## src/rtl/switch_arb_pkg.sv

```systemverilog
// Shared types and defaults for the switch request/grant arbiter clients.
package switch_arb_pkg;
  localparam int DATA_W_DEF    = 8;
  localparam int DEPTH_DEF     = 8;
  localparam int BURST_LEN_DEF = 4;
  localparam int NUM_PORTS     = 4;

  typedef enum logic [1:0] {
    IDLE,
    ACTIVE,
    RELEASE
  } req_state_e;
endpackage

```

## src/rtl/port_req_fifo.sv

```systemverilog
// Beat buffer for one requester port.
// Full is judged on the pre-pop count.
module port_req_fifo #(
  parameter int DATA_W = 8,
  parameter int DEPTH  = 8,
  localparam int AW = (DEPTH > 1) ? $clog2(DEPTH) : 1,
  localparam int CW = AW + 1
) (
  input  logic              clk,
  input  logic              reset,
  input  logic              wr_en_i,
  input  logic [DATA_W-1:0] wr_data_i,
  input  logic              rd_en_i,
  output logic [DATA_W-1:0] rd_data_o,
  output logic [CW-1:0]     count_o,
  output logic              full_o
);
  logic [DATA_W-1:0] mem_q [DEPTH];
  logic [AW-1:0] wptr_q, wptr_d;
  logic [AW-1:0] rptr_q, rptr_d;
  logic [CW-1:0] count_q, count_d;
  logic push, pop;

  assign full_o    = (count_q == CW'(DEPTH));
  assign push      = wr_en_i & ~full_o;
  assign pop       = rd_en_i & (count_q != '0);
  assign rd_data_o = mem_q[rptr_q];
  assign count_o   = count_q;

  always_comb begin
    wptr_d  = wptr_q;
    rptr_d  = rptr_q;
    count_d = count_q;
    if (push)
      wptr_d = (wptr_q == AW'(DEPTH - 1)) ? '0 : wptr_q + 1'b1;
    if (pop)
      rptr_d = (rptr_q == AW'(DEPTH - 1)) ? '0 : rptr_q + 1'b1;
    unique case ({push, pop})
      2'b10:   count_d = count_q + 1'b1;
      2'b01:   count_d = count_q - 1'b1;
      default: count_d = count_q;
    endcase
  end

  always_ff @(posedge clk) begin
    if (reset) begin
      wptr_q  <= '0;
      rptr_q  <= '0;
      count_q <= '0;
    end else begin
      wptr_q  <= wptr_d;
      rptr_q  <= rptr_d;
      count_q <= count_d;
    end
  end

  always_ff @(posedge clk) begin
    if (push)
      mem_q[wptr_q] <= wr_data_i;
  end
endmodule

```

## src/rtl/switch_port_requester.sv

```systemverilog
// Requester client: buffers beats, requests once a full packet is held,
// streams on grant and drops the request for one cycle between packets.
module switch_port_requester
  import switch_arb_pkg::*;
#(
  parameter int DATA_W    = DATA_W_DEF,
  parameter int DEPTH     = DEPTH_DEF,
  parameter int BURST_LEN = BURST_LEN_DEF
) (
  input  logic              clk,
  input  logic              reset,
  input  logic              i_Wr_En,
  input  logic [DATA_W-1:0] i_Wr_Data,
  output logic              o_Full,
  output logic              o_Overflow,
  output logic              o_Req,
  input  logic              i_Gnt,
  output logic              o_Valid,
  output logic [DATA_W-1:0] o_Data
);
  localparam int AW = (DEPTH > 1) ? $clog2(DEPTH) : 1;
  localparam int CW = AW + 1;
  localparam int BW = (BURST_LEN > 1) ? $clog2(BURST_LEN) : 1;

  req_state_e    state_q;
  logic [BW-1:0] beat_q;
  logic          ovf_q;
  logic [CW-1:0] count;
  logic          full;
  logic          beat;

  // Grant is only honoured while requesting; a stale grant in RELEASE is dropped.
  assign beat       = (state_q == ACTIVE) & i_Gnt;
  assign o_Valid    = beat;
  assign o_Req      = (state_q == ACTIVE);
  assign o_Full     = full;
  assign o_Overflow = ovf_q;

  port_req_fifo #(
    .DATA_W (DATA_W),
    .DEPTH  (DEPTH)
  ) u_fifo (
    .clk       (clk),
    .reset     (reset),
    .wr_en_i   (i_Wr_En),
    .wr_data_i (i_Wr_Data),
    .rd_en_i   (beat),
    .rd_data_o (o_Data),
    .count_o   (count),
    .full_o    (full)
  );

  always_ff @(posedge clk) begin
    if (reset) begin
      state_q <= IDLE;
      beat_q  <= '0;
      ovf_q   <= 1'b0;
    end else begin
      ovf_q <= i_Wr_En & full;
      unique case (state_q)
        IDLE: begin
          if (count >= CW'(BURST_LEN))
            state_q <= ACTIVE;
        end
        ACTIVE: begin
          if (i_Gnt) begin
            if (beat_q == BW'(BURST_LEN - 1)) begin
              state_q <= RELEASE;
              beat_q  <= '0;
            end else begin
              beat_q <= beat_q + 1'b1;
            end
          end
        end
        RELEASE: state_q <= IDLE;
        default: state_q <= IDLE;
      endcase
    end
  end
endmodule

```

## config.mk

```make
export PLATFORM = sky130hd
export DESIGN_NAME = switch_port_requester
export DESIGN_NICKNAME = d
export VERILOG_FILES = /design/src/rtl/switch_arb_pkg.sv /design/src/rtl/port_req_fifo.sv /design/src/rtl/switch_port_requester.sv
export SDC_FILE = /design/constraint.sdc
export NUM_CORES = 1
export LEC_CHECK = 0
export ABC_AREA = 1
export CORE_UTILIZATION = 40
export CTS_CLUSTER_SIZE = 30
export DETAILED_ROUTE_END_ITERATION = 6
export PLACE_DENSITY = 0.67
export SLEW_MARGIN = 15
export SYNTH_ARGS = -nofsm -noshare
export SYNTH_HDL_FRONTEND = slang
export SYNTH_SLANG_ARGS = --single-unit
export TNS_END_PERCENT = 20
```

## constraint.sdc

```tcl
create_clock -name clk -period 1.75 [get_ports clk]
set_input_delay 0.2625 -clock clk [delete_from_list [all_inputs] [get_ports clk]]
set_output_delay 0.2625 -clock clk [all_outputs]
set_load 0.02 [all_outputs]
```

* Yosys cells after proc, flatten, opt, wreduce, memory -nomap -nowiden *
Memories as Yosys holds them, arrays and structs flattened. A register that Yosys moved wholly into a read port is not among the register bits.
Cells that the tools add are included.

operators by class
  bitwise operators = 5
  reductions and logical operators = 5
  equal/unequal tests = 10
  $add $sub $neg = 5
  magnitude comparators = 1
  mux-type cells = 12

operators by type and width
  operator             count
  $mux 3               4
  $mux 2               4
  $pmux 4 s2           1
  $add 3x1->3 const B  2
  $eq 3x3->1 const B   2
  $add 4x1->4 const B  1
  $and 1x1->1          4
  $eq 2x1->1 const B   2
  $eq 2x2->1 const B   2
  $eq 4x4->1 const B   1
  $ge 4x3->1 const B   1
  $ne 2x1->1 const B   2
  $pmux 2 s2           1
  $reduce_bool 4->1    1
  $sub 4x1->4 const B  1
  $reduce_and 3->1     1
  $add 2x1->2 const B  1
  $logic_not 2->1      1
  $mux 1               2
  $ne 2x2->1 const B   1
  $reduce_and 2->1     1
  $reduce_bool 2->1    1
  $not 1->1            1

storage, ports and cells
  memories = 1
  output and inout port bits = 12
  register bits = 15
  bits in writable memories = 64
  input port bits = 12
  word-level logic and storage cells = 45

memory list
  name          words  bits a word  rd ports  clocked after Yosys merged registers in  write ports  RTL line             RTL
  u_fifo.mem_q  8      8            1         1                                        1            port_req_fifo.sv:18  logic [DATA_W-1:0] mem_q [DEPTH];

* Longest topological paths before layout *
Gate-level depths: netlist (run 1).

  depth after elaboration = 5
  mapped depth = 14
  mapped depth without buffers = 14

* Modules after synthesis *
A second synthesis (run 1) with hierarchy kept.

second synthesis, totals
  cell total of the unflattened synthesis = 307
  area, all modules = 3443.3 sq um

modules (own cells, without submodules)
  module                 cells an instance  area each (sq um)  sequential area each (sq um)  instances
  port_req_fifo          274                3214.3             2182.1                        1
  switch_port_requester  33                 229.0              100.1                         1

* Least setup slack after synthesis (run 1) *
Ideal clock, no wire load.

  path kind = register to register
  start = register state_q[0]
  end = register u_fifo.count_q[2] (netlist: u_fifo.count_o[2])
  buffers on the path = 0
  path slack = -0.153 ns
  setup time = 0.115 ns
  arrival = 1.788 ns
  stages on the path, launching flop included = 14
  required time = 1.635 ns
  period minus slack after synthesis = 1.903 ns
  cells stage by stage = dfxtp_1 inv_1 nor2_4 nand2_2 a21oi_4 ha_1 nand2_1 inv_1 nor2_2 ha_1 a21oi_1 xnor2_1 o21ai_0 inv_1

on the way
  word-level cells in the longest chain between the ends = 5
  elaborated cells on any way between the ends = 7
  those cells by class = 3 x eq/ne; 1 x mux; 2 x bitwise; 1 x reduce/logical

ends and longest elaborated chain
  element                                                 RTL line                     RTL
  start, declared                                         switch_port_requester.sv:25  req_state_e state_q;
  start signal, assigned                                  switch_port_requester.sv:55  state_q <= IDLE;
  start signal, assigned                                  switch_port_requester.sv:63  state_q <= ACTIVE;
  start signal, assigned                                  switch_port_requester.sv:68  state_q <= RELEASE;
  $eq 2x1->1 *                                            n/a
  via o_Req                                               switch_port_requester.sv:16  output logic o_Req,
  $and 1x1->1 *                                           switch_port_requester.sv:33  assign beat = (state_q == ACTIVE) & i_Gnt;
  $and 1x1->1 *                                           port_req_fifo.sv:26          assign pop = rd_en_i & (count_q != '0);
  $eq 2x1->1 / $eq 2x2->1 (equally long branches)         port_req_fifo.sv:38          unique case ({push, pop})
  $pmux 4 s2 / $reduce_bool 2->1 (equally long branches)  n/a
  end signal, assigned                                    port_req_fifo.sv:53          count_q <= count_d;
  end, declared                                           port_req_fifo.sv:21          logic [CW-1:0] count_q, count_d;

Mark *: on every way through the listed nets, which the timed path passes. The rest lies on a longest branch.
A chain may end at the register's enable or synchronous reset.

==> impl_results.md, run 1 <==
* Status: complete, no violations
* Clk network pwr share at 0.285
* Clock skew at 0.01487 ns
* Crit path max fanout at 6
* WP data required at 1.49 ns
* Cell leakage power at 1.623 nW
* Post-synth EDFFs at 64
* 1st-iter DRT viols at 80
* Post-synth top flop: edfxtp_1
* Syn nets at 317
* Setup TNS Final at 0 ns
* First-pass GRT wire length at 11,300 um
* CTS root buffer: clkbuf_8
* Synth warn at 0
* Number of CTS-inserted buffers at 9
* Final worst slack at 0.007483 ns
* Logic pwr share at 0.256
* Relative slew slack at 0.8144
* Fmax at 573.9 MHz
* Final period util at 0.9957
* Peak supply drop at 0.6120 mV
* Routed Wire Length at 6844 um
* Register area share after synthesis at 0.6672
* Max Cap Viol at 0
* Worst setup EP type: output port
* Syn_area_per_cell at 11.52 um^2
* Effective utilization at floorplan at 0.4142
* Gr usage total at 0.1719
* Startpoint Class: register
* Adder-cell share of the synthesized area at 0.02926
* Port buffer count at 23
* Vias in the first global route at 2,288
* Core ar. at 0.008258 mm^2
* Ys async rst share at 0
* Num ports at 24
* Antenna violations before repair at 0
* Area Growth Syn to Fin at 25.35%
* ANT cells at 0
* Ranking of synthesized cells by area: edfxtp_1, dfxtp_1, nor2_1, nand2_1, o21ai_0
* Final antenna-violating net count at 0
* Yosys top cell by area: edfxtp_1
* Yosys top cell area share at 0.5618
* FP Rows at 33
* Largest net degree at the start of global routing at 33
* Drt wl/cell at 14.66 um
* Worst-margin pin slew at 0.2775 ns
* Final min period at 1.743 ns
* Share of layout cells above drive strength 1 at 0.2459
* Sw Share at 0.2917
* Final Hold Viols at 0
* Global placement routability congestion at 0.7684
* Post-synthesis cell type count at 29
* Mapped Area at 0.003421 mm^2
* Hpwl dp at 4663 um
* WS Path Type: register to output port
* RSZ-0062 raised after global routing: yes
* Place WS at -0.2165 ns
* CP Cell Sequence: inv_2, buf_4, nor2_1, o22ai_1, nand2_1, nand2_2, buf_6
* Clk Latency, worst-skew pair at 0.35 ns
* Die footprint at 0.008926 mm^2
* Post-layout instance area at 0.004288 mm^2
* Setup Buffers After CTS at 0
* Pint at 3.674 mW
* Fraction of the mapped netlist area in simple logic gates at 0.1434
* Mux contribution to synthesized area at 0.02341
* # H-tree levels at 3
* # hold bufs at CTS at 0
* Largest family of logic cells by synthesized area: simple AND/OR/NAND/NOR gates
* Layout Nets at 377
* Hold Path Class: register to register
* Placed inst area at 0.004014 mm^2
* Top delay family on crit path: flip-flops
* Slowest cell on crit path: dfxtp_4
* CP Buf/Inv Count at 3
* Die H at 94.48 um
* Clk buf depth at 2
* Detailed-route vias per instance at 4.876
* Sequential share of power at 0.460
* Final slew viol count at 0
* Mapped Cells at 297
* Worst endpoint data arrival time at 1.48 ns
* 1st-pass router iterations at 4
* Global route total overflow at 0
* CTS tree: yes
* Pwr dens at 1210 mW/mm^2
* Synth Register Bits at 82
* CP peak stage delay at 0.39 ns
* Via Count at 2,277
* Synth Area in XOR/XNOR at 0.007681
* Synth Area in Compound Gates at 0.08815
* # DRC at 0
* Final setup violation count at 0
* Clk slew on worst S/H paths at 0.09 ns
* Net Sw Power at 1.513 mW
* Die Wd at 94.48 um
* Clock sink count at 82
final timing paths:
path	depth (start not counted)	slack, ns	end	from
min	2	0.49	u_fifo.rptr_q[2]	u_fifo.rptr_q[2]
max	7	0.007	o_Data[1]	register
max reg2reg	13	0.07	u_fifo.count_o[2]	state_q[0]
min reg2reg	2	0.49	u_fifo.rptr_q[2]	u_fifo.rptr_q[2]
power by group through the flow:
stage	Combinational, mW	Sequential, mW	Clock (mW)
6_report	1.33	2.38	1.48
5_1_grt	1.49	2.40	1.58
4_1_cts	1.27	2.37	1.51
3_5_place_dp	1.29	2.41	0
3_3_place_gp	1.27	2.40	0
2_1_floorplan	0.780	2.41	0
state kept, by name, indices dropped and copies added, names as in the netlist, named ones only:
signal and flops:
u_fifo.count_o 4, u_fifo.wptr_q 3, state_q 2, o_Overflow 1, u_fifo.rptr_q 3, u_fifo.mem_q 64, beat_q 2
cell type report:
cell class              count  area [um^2]
fillers                   708         3970
clock buffers               9        123.9
repair buffers             59        530.5
inverters                  17        63.81
well taps                 105        131.4
clock inverters             7        93.84
flip-flops and latches     82         2290
multi-input cells         188         1055
layout by cell type, fill, tap and decap left out, types with 9 or more instances in the layout:
cell / n
clkdlybuf4s50_1: 12
o21ai_1: 15
buf_4: 33
nor2_1: 48
nand2_1: 45
inv_1: 15
o21ai_0: 18
edfxtp_1: 64
dfxtp_1: 14
clkbuf_8: 9
routing by layer:
layer | part of all wire | track usage | up-vias
met2 | 0.51 | 0.2953 | 48
met5 | 0 | 0 | -
met3 | 0.046 | 0.03945 | 8
met1 | 0.43 | 0.2070 | 1071
met4 | 0.012 | 0.07323 | 0
li1 | - | - | 1150
stage by stage:
stage,hold WS (ns),util,std cells,power (mW)
after global routing,0.5256,0.5192,467,5.475
after CTS,0.4925,0.5135,467,5.158
after detailed placement,0.4804,0.4861,451,3.701
final,0.4899,0.5192,467,5.187
after global placement,0.4585,0.4861,451,3.670
after floorplan,0.3386,-,297,3.193
tightest hold or removal path: stages (launching register included):
cell     delay, ns
dfxtp_1       0.32
nand2_1       0.06
a21oi_1       0.07
synth_stat cells, types with 4 or more instances:
master,number
o21ai_1,13
o21ai_0,22
buf_6,4
inv_1,16
a21oi_1,9
nand2_1,47
nor2_1,51
ha_1,8
o22ai_1,8
edfxtp_1,64
dfxtp_1,18
buf_2,4
mux2i_1,8
cells by family (layout without fill, tap and decap cells):
kind of cell               count (synthesis)  count (layout)
and+or+nand+nor                          114             114
DFF                                       82              82
AOI/OAI and AO/OA                         55              55
buffers and inverters                     27              92
adders and majority gates                  8               8
muxes                                      8               8
xor gates and xnor gates                   3               3
timing repair:
item / in CTS / in global routing
gates resized for setup: 42 / 31
pin swaps: 0 / 9
setup endpoints to repair: 11 / 17
No activity file was read; power rests on OpenSTA's default activity.
==> run 2, diff against run 1 <==
Settings changed: MAX_ROUTING_LAYER set to met4.
==> impl_results.md, run 2 (synthesized netlist as in run 1, its figures left out) <==
* Place WS at -0.2165 ns
* Most flops, register: u_fifo.mem_q
* Clk network pwr share at 0.285
* Clk Latency, worst-skew pair at 0.35 ns
* Total power at 5.188 mW
* Worst hold slack at 0.4896 ns
* Number of CTS-inserted buffers at 9
* Startpoint Class: register
* Final slew viol count at 0
* Fmax at 570.6 MHz
* Final Hold Viols at 0
* First-pass GRT wire length at 11,300 um
* Cell leakage power at 1.623 nW
* Port buffer count at 23
* Die Wd at 94.48 um
* Final period util at 1.002
* Global placement routability congestion at 0.7786
* CTS root buffer: clkbuf_8
* Effective utilization at floorplan at 0.4142
* Placed inst area at 0.004014 mm^2
* Most frequent cells in the layout: edfxtp_1, nor2_1, nand2_1
* Multi-input logic area at 0.001055 mm^2
* Peak supply drop at 0.6120 mV
* Relative slew slack at 0.8144
* 1st-pass router iterations at 4
* FP Rows at 33
* Net Sw Power at 1.513 mW
* Commonest non-fill, non-tap cell in the layout: edfxtp_1
* WP data required at 1.49 ns
* Hold Path Class: register to register
* RSZ-0062 raised after global routing: yes
* Logic pwr share at 0.256
* Largest net degree at the start of global routing at 33
* Clock sink count at 82
* Worst endpoint data arrival time at 1.49 ns
* WS Path Type: register to output port
* Crit path max fanout at 6
* Share of layout cells above drive strength 1 at 0.2459
* Num ports at 24
* Post-layout instance area at 0.004288 mm^2
* Clk buf depth at 2
* Area Growth Syn to Fin at 25.35%
* CTS tree: yes
* Final setup violation count at 1
* Violated checks: setup timing
* 1st-iter DRT viols at 85
* ANT cells at 0
* R2r setup slk at 0.08 ns
* Core ar. at 0.008258 mm^2
* Largest register FFs at 64
* Worst-margin pin slew at 0.2776 ns
* # DRC at 0
* Setup TNS Final at -0.002668 ns
* Sequential share of power at 0.460
* Pwr dens at 1210 mW/mm^2
* Worst setup EP type: output port
* Clock skew at 0.01657 ns
* Setup Buffers After CTS at 0
* Clk slew on worst S/H paths at 0.09 ns
* Via Count at 2,289
* Die footprint at 0.008926 mm^2
* Detailed-route vias per instance at 4.901
* Routed Wire Length at 6849 um
* Drt wl/cell at 14.67 um
* Sw Share at 0.2917
* Antenna violations before repair at 0
* Max Cap Viol at 0
* # H-tree levels at 3
* Vias in the first global route at 2,290
* Die H at 94.48 um
* Layout Nets at 377
* Seq. cell area at 0.002290 mm^2
* Hpwl dp at 4663 um
* Final antenna-violating net count at 0
* # hold bufs at CTS at 0
* Pint at 3.674 mW
* Status: complete, but fails checks
* Global route total overflow at 0
* Gr usage total at 0.1765
* Filler cell count at 708
* Final worst slack at -0.002668 ns
* Final min period at 1.753 ns
run 2: cell counts in the layout (fill, tap and decap cells not counted):
Identical to the previous run, type by type.
run 2: stage by stage:
stage,std cells,utilization
final,467,0.5192
after global routing,467,0.5192
after CTS,467,0.5135
after detailed placement,451,0.4861
after global placement,451,0.4861
after floorplan,297,-
run 2: worst paths after layout:
check,startpoint,depth (start not counted),endpoint
setup / recovery,register,7,o_Data[1]
hold / removal,u_fifo.rptr_q[2],2,u_fifo.rptr_q[2]
setup reg to reg,state_q[0],13,u_fifo.count_o[2]
hold reg to reg,u_fifo.rptr_q[2],2,u_fifo.rptr_q[2]
run 2: area by class of cell:
cell class                 count  area share
clock inverter                 7     0.02189
clock buffer                   9     0.02889
sequential                    82      0.5340
multi-input combinational    188      0.2460
tap                          105     0.03064
inverter                      17     0.01488
timing repair buffer          59      0.1237
run 2: per-layer routing:
metal  part of all wire  GRT usage  vias up
met5                  0          -        -
met4              0.014    0.07323        0
met3              0.044    0.03704       10
met2               0.51     0.2953       46
met1               0.43     0.2070     1082
li1                   -          -     1151
run 2: critical path, stage by stage, from the launching register on:
cell and delay, ns:
dfxtp_4 0.39, inv_2 0.09, buf_4 0.16, nor2_1 0.04, o22ai_1 0.15, nand2_1 0.08, nand2_2 0.10, buf_6 0.12
run 2: what timing repair did:
action,in CTS,in global routing
endpoints found under the setup margin,11,17
pin swaps,0,9
gates resized for setup,42,31
run 2: power by group through the flow:
stage                     combinational [mW]  clock [mW]  sequential, mW
final                                   1.33        1.48            2.38
after CTS                               1.27        1.51            2.37
after global placement                  1.27           0            2.40
after detailed placement                1.29           0            2.41
after floorplan                        0.780           0            2.41
after global routing                    1.49        1.58            2.40
